===== src/rtl/mips_pipe_pkg.sv =====
// Shared encodings for the 5-stage MIPS pipeline control:
// hazard FSM states, E-stage forward selects and jump kinds.
package mips_pipe_pkg;

    typedef enum logic [1:0] {
        ST_RUN      = 2'd0,
        ST_LDSTALL  = 2'd1,
        ST_REDIRECT = 2'd2
    } hz_state_e;

    localparam logic [1:0] FWD_RF  = 2'b00;
    localparam logic [1:0] FWD_WB  = 2'b01;
    localparam logic [1:0] FWD_MEM = 2'b10;

    localparam logic [1:0] JMP_NONE = 2'b00;
    localparam logic [1:0] JMP_J    = 2'b01;
    localparam logic [1:0] JMP_JR   = 2'b10;

    localparam int NUM_OPS = 2;

    // $zero is never a real producer, so it never matches.
    function automatic logic reg_hit(input logic [4:0] dst, input logic [4:0] src);
        return (dst != 5'd0) && (dst == src);
    endfunction

endpackage


===== src/rtl/pipeline_hazard_ctrl_fwd.sv =====
// E-stage operand bypass select; one instance per ALU source operand.
// A load result is not available in M, so M only forwards non-load producers.
module forwarding_unit
    import mips_pipe_pkg::*;
(
    input  logic [4:0] src_i,
    input  logic       RegWrite_M_i,
    input  logic [4:0] WriteReg_M_i,
    input  logic       MemRead_M_i,
    input  logic       RegWrite_W_i,
    input  logic [4:0] WriteReg_W_i,
    output logic [1:0] fwd_o
);

    always_comb begin
        fwd_o = FWD_RF;
        if (RegWrite_M_i && reg_hit(WriteReg_M_i, src_i) && !MemRead_M_i)
            fwd_o = FWD_MEM;
        else if (RegWrite_W_i && reg_hit(WriteReg_W_i, src_i))
            fwd_o = FWD_WB;
    end

endmodule


===== src/rtl/pipeline_hazard_ctrl.sv =====
// Pipeline sequencer: load-use bubbles, redirect squash, E-stage forwarding
// selects and wrapping debug counters. Controls act at the same clock edge.
module pipeline_hazard_ctrl
    import mips_pipe_pkg::*;
#(
    parameter int CNT_WIDTH = 32
) (
    input  logic                 clk,
    input  logic                 reset,
    input  logic [4:0]           Rs_D,
    input  logic [4:0]           Rt_D,
    input  logic [4:0]           Rs_E,
    input  logic [4:0]           Rt_E,
    input  logic                 MemRead_E,
    input  logic                 RegWrite_E,
    input  logic [4:0]           WriteReg_E,
    input  logic                 RegWrite_M,
    input  logic [4:0]           WriteReg_M,
    input  logic                 MemRead_M,
    input  logic                 RegWrite_W,
    input  logic [4:0]           WriteReg_W,
    input  logic                 BranchTaken_M,
    input  logic [1:0]           Jump_M,
    output logic                 StallF,
    output logic                 StallD,
    output logic                 FlushD,
    output logic                 FlushE,
    output logic                 FlushM,
    output logic [1:0]           ForwardA_E,
    output logic [1:0]           ForwardB_E,
    output logic [1:0]           State,
    output logic [CNT_WIDTH-1:0] CycleCnt,
    output logic [CNT_WIDTH-1:0] StallCnt,
    output logic [CNT_WIDTH-1:0] FlushCnt
);

    hz_state_e            state_q, state_d;
    logic [CNT_WIDTH-1:0] cyc_q, stall_q, flush_q;
    logic                 load_use, redirect;
    logic [NUM_OPS-1:0][4:0] fwd_src;
    logic [NUM_OPS-1:0][1:0] fwd_sel;

    assign load_use = MemRead_E && RegWrite_E &&
                      (reg_hit(WriteReg_E, Rs_D) || reg_hit(WriteReg_E, Rt_D));
    assign redirect = BranchTaken_M || (Jump_M != JMP_NONE);

    // Redirect wins over load-use; load-use is only seen from RUN
    // (and from the unused encoding, which behaves as RUN).
    always_comb begin
        state_d = ST_RUN;
        StallF  = 1'b0;
        StallD  = 1'b0;
        FlushD  = 1'b0;
        FlushE  = 1'b0;
        FlushM  = 1'b0;
        if (!reset) begin
            if (redirect) begin
                FlushD  = 1'b1;
                FlushE  = 1'b1;
                FlushM  = 1'b1;
                state_d = ST_REDIRECT;
            end else if (load_use && state_q != ST_LDSTALL && state_q != ST_REDIRECT) begin
                StallF  = 1'b1;
                StallD  = 1'b1;
                FlushE  = 1'b1;
                state_d = ST_LDSTALL;
            end
        end
    end

    always_ff @(posedge clk) begin
        if (reset) begin
            state_q <= ST_RUN;
            cyc_q   <= '0;
            stall_q <= '0;
            flush_q <= '0;
        end else begin
            state_q <= state_d;
            cyc_q   <= cyc_q + 1'b1;
            stall_q <= stall_q + {{(CNT_WIDTH-1){1'b0}}, StallF};
            flush_q <= flush_q + {{(CNT_WIDTH-1){1'b0}}, FlushM};
        end
    end

    assign fwd_src[0] = Rs_E;
    assign fwd_src[1] = Rt_E;

    for (genvar i = 0; i < NUM_OPS; i++) begin : g_fwd
        forwarding_unit u_fwd (
            .src_i        (fwd_src[i]),
            .RegWrite_M_i (RegWrite_M),
            .WriteReg_M_i (WriteReg_M),
            .MemRead_M_i  (MemRead_M),
            .RegWrite_W_i (RegWrite_W),
            .WriteReg_W_i (WriteReg_W),
            .fwd_o        (fwd_sel[i])
        );
    end

    assign ForwardA_E = reset ? FWD_RF : fwd_sel[0];
    assign ForwardB_E = reset ? FWD_RF : fwd_sel[1];
    assign State      = state_q;
    assign CycleCnt   = cyc_q;
    assign StallCnt   = stall_q;
    assign FlushCnt   = flush_q;

endmodule

===== config.mk =====
export PLATFORM = sky130hd
export DESIGN_NAME = pipeline_hazard_ctrl
export DESIGN_NICKNAME = d
export VERILOG_FILES = /design/src/rtl/mips_pipe_pkg.sv /design/src/rtl/pipeline_hazard_ctrl_fwd.sv /design/src/rtl/pipeline_hazard_ctrl.sv
export SDC_FILE = /design/constraint.sdc
export NUM_CORES = 1
export LEC_CHECK = 0
export CORE_ASPECT_RATIO = 1.2
export CORE_UTILIZATION = 51
export DETAILED_ROUTE_END_ITERATION = 8
export PLACE_DENSITY = 0.86
export SYNTH_ARGS = -nofsm -noshare
export SYNTH_HDL_FRONTEND = slang
export SYNTH_HIERARCHICAL = 1
export SYNTH_SLANG_ARGS = --single-unit

===== constraint.sdc =====
create_clock -name clk -period 4.5 [get_ports clk]
set_clock_uncertainty 0.1 [all_clocks]
set_input_delay 0.45 -clock clk [delete_from_list [all_inputs] [get_ports clk]]
set_output_delay 0.45 -clock clk [all_outputs]
set_load 0.02 [all_outputs]

==> metrics.md, run 1 <==
| Metric | Value |
|---|---|
| Status | complete, no violations |
| Critical Path Start Type | primary input |
| Netlist cell types | 41 |
| 1st-iter DRT viols | 225 |
| Reg2reg setup slack | 900 ps |
| Power Dens Cells | 270 mW/mm² |
| Area occupied by multi-input gates | 0.00288 mm² |
| Crit Path Category | in2reg |
| Ranking of synthesized cells by area | dfxtp_1 39%, xor2_1 7.3%, or4_1 5.9% |
| Antenna viol nets, final | 0 |
| VDD IR-drop max | 199 µV |
| Final GP Congestion | 0.882 |
| Synthesis-to-finish area growth | 36.7% |
| Clock period minus final worst setup slack | 3920 ps |
| Finished Layout Cells | 854 |
| CTS Hold Bufs | 0 |
| Slowest cell on crit path | or4_1 |
| Crit path cell chain | clkdlybuf4s50_1 > xor2_1 > nor3_1 > a22oi_1 > nor3b_1 > ha_1 > ha_1 > nand2_1 > or4_1 > nor4b_1 > mux2_2 |
| Worst setup path start | WriteReg_E[0] |
| Synth cell count leaders | 98 x dfxtp_1, 52 x a21oi_1, 46 x nor2_1 |
| Reg2Reg Depth | 10 |
| Reg-to-reg startpoint | State[0]$_SDFF_PP0_ |
| Vias in the first global route | 4,903 |
| Worst slew margin | 36.9% |
| CTS tree | done |
| Site Rows | 39 |
| Overall die area | 0.0103 mm² |
| Final net count | 776 |
| Die Width | 92.9 µm |
| Seq/Total Area, Yosys | 38.8% |
| Post-synth EDFFs | 0 |
| First-pass GRT wire length | 22,100 µm |
| Via density per instance | 5.93 |
| Die H | 111 µm |
| Worst min path class | in2reg |
| Async set-reset flop share out of synthesis | 0% |
| Most frequent cell after synthesis | dfxtp_1 |
| Fillers | 769 |
| Setup TNS | 0 ps |
| Clk_lat worst skew | 340 ps |
| Root Driver | clkbuf_16 |
| Synth Register Bits | 98 |
| Clock buffer depth | 2 |
| Worst EP required | 4630 ps |
| Unrepaired setup endpoints after global routing | false |
| Syn Area/Cell | 8.46 µm² |
| Crit end category | register |
| Largest net degree at the start of global routing | 95 |
| Fraction of layout cells with a size suffix above 1 | 4.79% |
| DP Wirelength | 9520 µm |
| Pleak | 0.00220 µW |
| Clk sinks | 98 |
| Initial antenna violation count | 0 |
| Synth area leader | dfxtp_1 |
| Clk slew on worst S/H paths | 60 ps |
| Reg-to-Reg End | StallCnt[26]$_SDFF_PP0_ |
| Most common cell on crit path | ha_1 |
| Final worst-path cycle share | 87.0% |
| Slowest cell delay on critical path | 680 ps |
| Area share of the leading cell type in the synthesized netlist | 38.8% |
| Vias | 5,061 |
| Dpl cells | 838 |
| Final wirelength | 13,300 µm |
| Worst setup endpoint | StallCnt[26]$_SDFF_PP0_ |
| Top_reg_cell synth | dfxtp_1 |
| Final setup vio count | 0 |
| I/O pin total | 152 |
| CTS H-Tree Depth | 3 |
| All-layer global routing usage | 26.2% |
| # Max-Cap Violations | 0 |
| DRT Pass-1 Iters | 5 |
| Measured slew at the worst slew-check pin | 946 ps |
| Grt ovf | 0 |
| Post-Syn Instances | 597 |
| Achievable Freq | 255 MHz |
| CTS Buf Count | 9 |
| DRC | 0 |
| Synthesized net count | 647 |
| Count of pins over their slew limit | 0 |
| PnR worst setup slack | 583 ps |
| Wire length per cell | 15.6 µm |
| Ant. Diodes | 0 |
| Number of gates resized after CTS | 0 |
| Tot Pwr | 1870 µW |
| Setup Fix Bufs, Post-CTS | 0 |
| Setup WS pre-CTS | 283 ps |
| Yosys warnings | 6 |
| Core ar. | 0.00956 mm² |
| Post-Syn Area | 0.00505 mm² |
| FF/Latch Area | 0.00196 mm² |
| Number of I/O port buffers | 151 |
| Arr. time, crit path | 4050 ps |
| Initial Util | 52.8% |
| Hold Vio Cnt, Final | 0 |
| Crit Path Max Fanout | 17 |
==> how the worst min path moves through the flow <==
stage / startpoint / endpoint / slack, ps / cells after the start
6_report: reset / StallCnt[29]$_SDFF_PP0_ / 340 / 2
3_3_place_gp: CycleCnt[31]$_SDFF_PP0_ / CycleCnt[31]$_SDFF_PP0_ / 360 / 2
4_1_cts: reset / StallCnt[29]$_SDFF_PP0_ / 330 / 2
5_1_grt: reset / StallCnt[22]$_SDFF_PP0_ / 350 / 2
3_5_place_dp: CycleCnt[0]$_SDFF_PP0_ / CycleCnt[0]$_SDFF_PP0_ / 360 / 1
2_1_floorplan: CycleCnt[0]$_SDFF_PP0_ / CycleCnt[0]$_SDFF_PP0_ / 420 / 1
==> final cells by class <==
type                            count  area share, %
Inverter                           16          0.869
Multi-Input combinational cell    449           41.7
Clock buffer                       13           3.91
Clock inverter                      3          0.996
Timing Repair Buffer              152           21.9
Tap cell                          123           2.23
Sequential cell                    98           28.4
==> logic make-up after synthesis <==
kind of cell               count (synthesis)  synth area share (%)
adders and majority gates                  5                  1.24
buffers and inverters                     50                  4.23
AOI/OAI and AO/OA                        109                  12.8
xor gates and xnor gates                  58                  10.1
muxes                                      8                  1.78
DFF                                       98                  38.8
and+or+nand+nor                          269                  31.1
==> worst max-delay path, delay by kind of cell <==
family / cells / cell delay [ps]
AND/OR/NAND/NOR: 5 / 1810
adder cells (fa/ha/maj): 2 / 580
buffers and inverters: 1 / 490
multiplexers: 1 / 370
XOR/XNOR: 1 / 200
AO/OA/AOI/OAI: 1 / 140
==> power breakdown <==
part	internal, µW	switching (µW)
logic	67.0	63.3
registers	872	5.11
clock network	535	324
==> sequential cells by signal, summed over array words and instances, names as in the netlist <==
| register | flops |
|---|---|
| StallCnt | 32 |
| State | 2 |
| FlushCnt | 32 |
| CycleCnt | 32 |
==> stage by stage <==
step	util, %	hold slack [ps]	instance area (µm²)
floorplan	-	416	5050
global placement	68.7	357	6570
detailed placement	68.7	364	6570
CTS	72.2	328	6910
global route	72.2	354	6910
finish	72.2	340	6910
==> routing by layer <==
layer | GRT usage [%] | up-vias | share of wire, % | wire length [µm]
met4 | 13.3 | 0 | 2.0 | 267
met2 | 46.0 | 168 | 53 | 7040
li1 | - | 2459 | - | -
met1 | 29.0 | 2414 | 39 | 5200
met3 | 5.90 | 20 | 6.2 | 828
met5 | 0 | - | 0 | 0
==> layout by cell type (no fill, tap or decap), types with 18 or more instances in the layout <==
| cell type | Yosys | layout |
|---|---|---|
| nor2b_1 | 19 | 19 |
| o21ai_0 | 20 | 20 |
| nand4_1 | 32 | 32 |
| nand2_1 | 26 | 26 |
| or3_1 | 18 | 18 |
| or4_1 | 40 | 40 |
| xor2_1 | 42 | 42 |
| nor3_1 | 22 | 22 |
| nor2_1 | 46 | 46 |
| dfxtp_1 | 98 | 98 |
| nand3_1 | 28 | 28 |
| o31ai_1 | 31 | 31 |
| clkdlybuf4s50_1 | 0 | 150 |
| a21oi_1 | 52 | 52 |
(Power assumes the default switching activity.)
==> run 2: changes to the inputs <==
--- a/config.mk
+++ b/config.mk
@@ -6,9 +6,11 @@
 export NUM_CORES = 1
 export LEC_CHECK = 0
 export CORE_ASPECT_RATIO = 1.2
-export CORE_UTILIZATION = 51
+export CORE_UTILIZATION = 53
+export CTS_BUF_LIST = sky130_fd_sc_hd__clkbuf_8
 export DETAILED_ROUTE_END_ITERATION = 8
-export PLACE_DENSITY = 0.86
+export MAX_ROUTING_LAYER = met4
+export PLACE_DENSITY = 0.89
 export SYNTH_ARGS = -nofsm -noshare
 export SYNTH_HDL_FRONTEND = slang
 export SYNTH_HIERARCHICAL = 1
==> constraint.sdc (replaced) <==
create_clock -name clk -period 5.1 [get_ports clk]
set_clock_uncertainty 0.1 [all_clocks]
set_input_delay 0.51 -clock clk [delete_from_list [all_inputs] [get_ports clk]]
set_output_delay 0.51 -clock clk [all_outputs]
set_load 0.02 [all_outputs]
==> run 2 against run 1 <==
- design area fell by 2.2%
- routed wire length fell by 3.4%
- utilization rose by 1.8 points
- sequential share of layout area grew 0.64 points
- final cell count shrank 0.35%
- via count down 0.51%
- worst hold slack better by 42 ps
==> metrics.md, run 2 (same netlist as run 1, synthesis figures left out) <==
| Metric | Value |
|---|---|
| Site Rows | 38 (was 39) |
| Initial Util | 55.4% (was 52.8%) |
| Crit Path Category | in2reg (unchanged) |
| Final net count | 776 (unchanged) |
| Fraction of layout cells with a size suffix above 1 | 4.92% (was 4.79%) |
| Critical Path Start Type | primary input (unchanged) |
| Synthesis-to-finish area growth | 33.7% (was 36.7%) |
| Most frequent cells in the layout | 150 x clkdlybuf4s50_1, 98 x dfxtp_1, 52 x a21oi_1 (unchanged) |
| Setup Fix Bufs, Post-CTS | 0 (unchanged) |
| Power Dens Cells | 201 mW/mm² (was 270 mW/mm²) |
| CTS tree | done (unchanged) |
| Tot Pwr | 1360 µW (was 1870 µW) |
| Die Width | 91.1 µm (was 92.9 µm) |
| Overall die area | 0.00993 mm² (was 0.0103 mm²) |
| Fin util | 74.0% (was 72.2%) |
| Slowest cell on crit path | or4_1 (unchanged) |
| Wire length per cell | 15.1 µm (was 15.6 µm) |
| Worst min path class | reg2reg (was in2reg) |
| Number of I/O port buffers | 151 (unchanged) |
| DP Wirelength | 9240 µm (was 9520 µm) |
| DRC | 0 (unchanged) |
| Final wirelength | 12,900 µm (was 13,300 µm) |
| Setup TNS | 0 ps (unchanged) |
| I/O pin total | 152 (unchanged) |
| Worst EP required | 5250 ps (was 4630 ps) |
| Vias in the first global route | 4,702 (was 4,903) |
| Most common cell on crit path | ha_1 (unchanged) |
| Ant. Diodes | 0 (unchanged) |
| Achievable Freq | 259 MHz |
| Metal2 WL | 6590 µm (was 7040 µm) |
| Arr. time, crit path | 4010 ps (was 4050 ps) |
| Vias | 5,035 (was 5,061) |
| Final worst-path cycle share | 75.6% |
| Pleak | 0.00212 µW (was 0.00220 µW) |
| Grt ovf | 0 (unchanged) |
| Slowest cell delay on critical path | 670 ps (was 680 ps) |
| Via density per instance | 5.92 (was 5.93) |
| VDD IR-drop max | 121 µV (was 199 µV) |
| Largest net degree at the start of global routing | 112 (was 95) |
| Root Driver | clkbuf_8 (was clkbuf_16) |
| Max Used Layer | met4 (unchanged) |
| Fillers | 696 (was 769) |
| Worst slew margin | 25.9% (was 36.9%) |
| Bufs and invs on worst path | 1 (unchanged) |
| Count of pins over their slew limit | 0 (unchanged) |
| Clk_lat worst skew | 350 ps (was 340 ps) |
| Status | complete, no violations (unchanged) |
| Crit path cell chain | clkdlybuf4s50_1 > xor2_1 > nor3_1 > a22oi_1 > nor3b_1 > ha_1 > ha_1 > nand2_1 > or4_1 > nor4b_1 > mux2_2 (unchanged) |
| DRT Pass-1 Iters | 5 (unchanged) |
| CTS Buf Count | 9 (unchanged) |
| Clock buffer depth | 2 (unchanged) |
| # Max-Cap Violations | 0 (unchanged) |
| Met1 wire length | 5160 µm (was 5200 µm) |
| Clock period minus final worst setup slack | 3860 ps |
| CTS H-Tree Depth | 3 (unchanged) |
| Clk sinks | 98 (unchanged) |
| CTS Hold Bufs | 0 (unchanged) |
| Crit Path Max Fanout | 17 (unchanged) |
| Final GP Congestion | 0.892 (was 0.882) |
| DR WL met3 | 838 µm (was 828 µm) |
| Hold Vio Cnt, Final | 0 (unchanged) |
| Core ar. | 0.00913 mm² (was 0.00956 mm²) |
| 1st-iter DRT viols | 272 (was 225) |
| Clk slew on worst S/H paths | 90 ps (was 60 ps) |
| Unrepaired setup endpoints after global routing | false (unchanged) |
| All-layer global routing usage | 27.0% (was 26.2%) |
| Crit end category | register (unchanged) |
| Measured slew at the worst slew-check pin | 1110 ps (was 946 ps) |
| Antenna viol nets, final | 0 (unchanged) |
| Initial antenna violation count | 0 (unchanged) |
| Number of gates resized after CTS | 0 (unchanged) |
| Top delay family on crit path | simple AND/OR/NAND/NOR gates (unchanged) |
| First-pass GRT wire length | 21,300 µm (was 22,100 µm) |
| Commonest non-fill, non-tap cell in the layout | clkdlybuf4s50_1 (unchanged) |
| Final setup vio count | 0 (unchanged) |
| Die H | 109 µm (was 111 µm) |
## run 2: worst paths after layout
| check | startpoint | to | slack, ps | cells past startpoint |
|---|---|---|---|---|
| worst max-delay path | WriteReg_E[2] | StallCnt[26]$_SDFF_PP0_ | 1240 | 11 |
| worst min-delay path | CycleCnt[31]$_SDFF_PP0_ | CycleCnt[31]$_SDFF_PP0_ | 380 | 2 |
| worst max register to register | State[0]$_SDFF_PP0_ | StallCnt[26]$_SDFF_PP0_ | 1520 | 10 |
| worst min register to register | CycleCnt[31]$_SDFF_PP0_ | CycleCnt[31]$_SDFF_PP0_ | 380 | 2 |
## run 2: worst register-to-register path, cell delays in order, from the launching register on
cell and delay, ps:
dfxtp_1 330, xor2_1 150, nor3_1 200, o21ai_0 190
nor3b_1 360, ha_1 280, ha_1 270, nand2_1 110
or4_1 670, nor4b_1 430, mux2_2 380
## run 2: per-layer routing
layer / vias to the layer above / global-route usage, %
met2: 209 / 47.4
met4: 0 / 11.2
li1: 2466 / -
met5: - / -
met3: 31 / 5.02
met1: 2329 / 30.3
## run 2: where the power goes
group	leakage, µW	internal, µW	switching (µW)
registers	0.000790	769	4.86
logic	0.00124	59.2	56.3
clock network	0.0000944	216	255
total	0.00212	1040	316
## run 2: metrics by stage
step           instances  hold WS, ps  area (µm²)  setup WS (ps)
2_1_floorplan        597          416        5050           1380
3_3_place_gp         835          345        6570           1070
3_5_place_dp         835          361        6570            878
4_1_cts              851          380        6760           1240
5_1_grt              851          416        6760           1020
6_report             851          382        6760           1240
## run 2: final cells by class
class                   count  area (µm²)  share of cell area [%]
multi-input cells         449        2880                    42.6
clock inverters             4        25.0                   0.370
repair buffers            152        1520                    22.4
flip-flops and latches     98        1960                    29.0
clock buffers              12         165                    2.44
well taps                 120         150                    2.22
inverters                  16        60.1                   0.889
==> run 3: changes to the inputs <==
--- a/config.mk
+++ b/config.mk
@@ -6,11 +6,11 @@
 export NUM_CORES = 1
 export LEC_CHECK = 0
 export CORE_ASPECT_RATIO = 1.2
-export CORE_UTILIZATION = 53
+export CORE_UTILIZATION = 44
 export CTS_BUF_LIST = sky130_fd_sc_hd__clkbuf_8
 export DETAILED_ROUTE_END_ITERATION = 8
 export MAX_ROUTING_LAYER = met4
-export PLACE_DENSITY = 0.89
+export PLACE_DENSITY = 0.79
 export SYNTH_ARGS = -nofsm -noshare
 export SYNTH_HDL_FRONTEND = slang
 export SYNTH_HIERARCHICAL = 1
==> constraint.sdc (replaced) <==
create_clock -name clk -period 3.1 [get_ports clk]
set_clock_uncertainty 0.1 [all_clocks]
set_input_delay 0.31 -clock clk [delete_from_list [all_inputs] [get_ports clk]]
set_output_delay 0.31 -clock clk [all_outputs]
set_load 0.02 [all_outputs]
==> run 3 against run 2 <==
- routed wire length increased by 1.2%
- critical path depth increased by 1
- non-clock buffer count increased by 15
- design area increased by 3.1%
- register-to-register slack got worse by 1400 ps
- die area increased by 20%
- largest cell class unchanged
==> metrics.md, run 3 (same netlist as run 1, synthesis figures left out) <==
| Metric | Value |
|---|---|
| Status | complete, no violations (unchanged) |
| Die Width | 99.8 µm (was 91.1 µm) |
| Hold_ws | 380 ps (was 382 ps) |
| DRC | 0 (unchanged) |
| Number of I/O port buffers | 151 (unchanged) |
| Clk slew on worst S/H paths | 90 ps (about the same) |
| Setup Fix Bufs, Post-CTS | 0 (unchanged) |
| Clock power share | 36.0% (was 34.6%) |
| Part of the power in registers | 55.5% (was 56.9%) |
| Worst EP required | 3270 ps (was 5250 ps) |
| Finished Layout Cells | 900 (was 851) |
| Initial antenna violation count | 0 (unchanged) |
| Largest net degree at the start of global routing | 60 (was 112) |
| CTS H-Tree Depth | 3 (unchanged) |
| Overall die area | 0.0119 mm² (was 0.00993 mm²) |
| Initial Util | 45.6% (was 55.4%) |
| Vias in the first global route | 4,685 (was 4,702) |
| Hold Vio Cnt, Final | 0 (unchanged) |
| Crit end category | register (unchanged) |
| Worst setup path start | WriteReg_E[4] (was WriteReg_E[2]) |
| Fillers | 910 (was 696) |
| Area occupied by multi-input gates | 0.00292 mm² (was 0.00288 mm²) |
| Net switching power | 555 µW (was 316 µW) |
| Commonest non-fill, non-tap cell in the layout | clkdlybuf4s50_1 (unchanged) |
| Hold path start | CycleCnt[0]$_SDFF_PP0_ (was CycleCnt[31]$_SDFF_PP0_) |
| Reg-to-reg startpoint | State[0]$_SDFF_PP0_ (unchanged) |
| Internal power | 1740 µW (was 1040 µW) |
| 1st-iter DRT viols | 147 (was 272) |
| Die H | 119 µm (was 109 µm) |
| Placed cell area | 0.00675 mm² (was 0.00657 mm²) |
| Clock period minus final worst setup slack | 2940 ps |
| I/O pin total | 152 (unchanged) |
| Clk_lat worst skew | 370 ps (was 350 ps) |
| VDD IR-drop max | 209 µV (was 121 µV) |
| Clk sinks | 98 (unchanged) |
| Achievable Freq | 340 MHz |
| Antenna viol nets, final | 0 (unchanged) |
| Sw Ratio | 24.2% (was 23.2%) |
| Unrepaired setup endpoints after global routing | false (unchanged) |
| Final Instance Area | 0.00697 mm² (was 0.00676 mm²) |
| Wire length per cell | 14.5 µm (was 15.1 µm) |
| Power Dens Cells | 329 mW/mm² (was 201 mW/mm²) |
| DP Wirelength | 9570 µm (was 9240 µm) |
| Arr. time, crit path | 3110 ps (was 4010 ps) |
| Final net count | 791 (was 776) |
| Grt ovf | 0 (unchanged) |
| Measured slew at the worst slew-check pin | 636 ps (was 1110 ps) |
| Site Rows | 42 (was 38) |
| Via density per instance | 5.58 (was 5.92) |
| Vias | 5,026 (was 5,035) |
| Count of pins over their slew limit | 0 (unchanged) |
| Fraction of layout cells with a size suffix above 1 | 8.04% (was 4.92%) |
| Core ar. | 0.0111 mm² (was 0.00913 mm²) |
| Clock buffer depth | 2 (unchanged) |
| CTS Buf Count | 9 (unchanged) |
| Final setup vio count | 0 (unchanged) |
| First-pass GRT wire length | 21,100 µm (was 21,300 µm) |
| Synthesis-to-finish area growth | 37.9% (was 33.7%) |
| # Max-Cap Violations | 0 (unchanged) |
| CTS tree | done (unchanged) |
| FF/Latch Area | 0.00196 mm² (unchanged) |
| Comb power frac | 8.5% (about the same) |
| Pleak | 0.00223 µW (was 0.00212 µW) |
| PnR worst setup slack | 159 ps (was 1240 ps) |
| Final wirelength | 13,000 µm (was 12,900 µm) |
| Most frequent cells in the layout | 147 x clkdlybuf4s50_1, 98 x dfxtp_1, 52 x a21oi_1 (was 150 x clkdlybuf4s50_1, 98 x dfxtp_1, 52 x a21oi_1) |
| Worst slew margin | 57.6% (was 25.9%) |
| Crit Path Category | in2reg (unchanged) |
| Final GP Congestion | 0.872 (was 0.892) |
| All-layer global routing usage | 22.5% (was 27.0%) |
| Setup WS pre-CTS | -351 ps (was 878 ps) |
| Critical Path Start Type | primary input (unchanged) |
| Final worst-path cycle share | 94.9% |
| DRT Pass-1 Iters | 4 (was 5) |
| Root Driver | clkbuf_8 (unchanged) |
| Crit Path Max Fanout | 12 (was 17) |
| Worst min path class | reg2reg (unchanged) |
| Ant. Diodes | 0 (unchanged) |
| Dpl cells | 884 (was 835) |
==> run 3: per-layer routing <==
metal / up-vias / track usage [%] / part of all wire [%]
met5: - / - / 0
met4: 0 / 11.0 / 2.6
met3: 25 / 4.17 / 5.4
met2: 171 / 38.4 / 51
met1: 2344 / 24.9 / 41
li1: 2486 / - / -
==> run 3: layout make-up <==
type / instances / share of cell area, %
Clock inverter: 7 / 0.988
Multi-Input combinational cell: 449 / 42.0
Tap cell: 154 / 2.77
Clock buffer: 9 / 1.78
Sequential cell: 98 / 28.2
Timing Repair Buffer: 167 / 23.5
Inverter: 16 / 0.862
==> run 3: timing repair <==
item,4_1_cts,5_1_grt
hold buffers,0,0
endpoints found under the setup margin,0,15
gates resized for setup,0,7
==> run 3: stage by stage <==
| stage | total power (µW) | util (%) | setup TNS [ps] |
|---|---|---|---|
| 2_1_floorplan | 1380 | - | -8.05 |
| 3_3_place_gp | 1490 | 60.8 | -2930 |
| 3_5_place_dp | 1490 | 60.8 | -5080 |
| 4_1_cts | 2320 | 62.6 | 0 |
| 5_1_grt | 2380 | 62.8 | 0 |
| 6_report | 2290 | 62.8 | 0 |
==> run 3: power by group through the flow <==
stage / sequential [µW] / combinational (µW) / clock [µW]
after detailed placement: 1300 / 192 / 0
final: 1270 / 195 / 825
after floorplan: 1310 / 75.3 / 0
after global placement: 1300 / 186 / 0
after global routing: 1270 / 209 / 900
after CTS: 1270 / 193 / 851
==> run 3: final timing paths <==
kind / end / slack (ps) / cells past startpoint
setup / recovery: StallCnt[26]$_SDFF_PP0_ / 160 / 12
hold / removal: CycleCnt[0]$_SDFF_PP0_ / 380 / 1
setup reg to reg: StallCnt[26]$_SDFF_PP0_ / 170 / 11
hold reg to reg: CycleCnt[0]$_SDFF_PP0_ / 380 / 1
==> run 3: worst max-delay path: stages <==
cell,delay [ps]
clkdlybuf4s50_1,480
xor2_1,210
nor3_2,130
a22oi_2,120
nor3b_4,200
ha_2,220
ha_2,170
nand2_1,60
or4_1,400
buf_4,190
nor4b_2,260
mux2_2,360
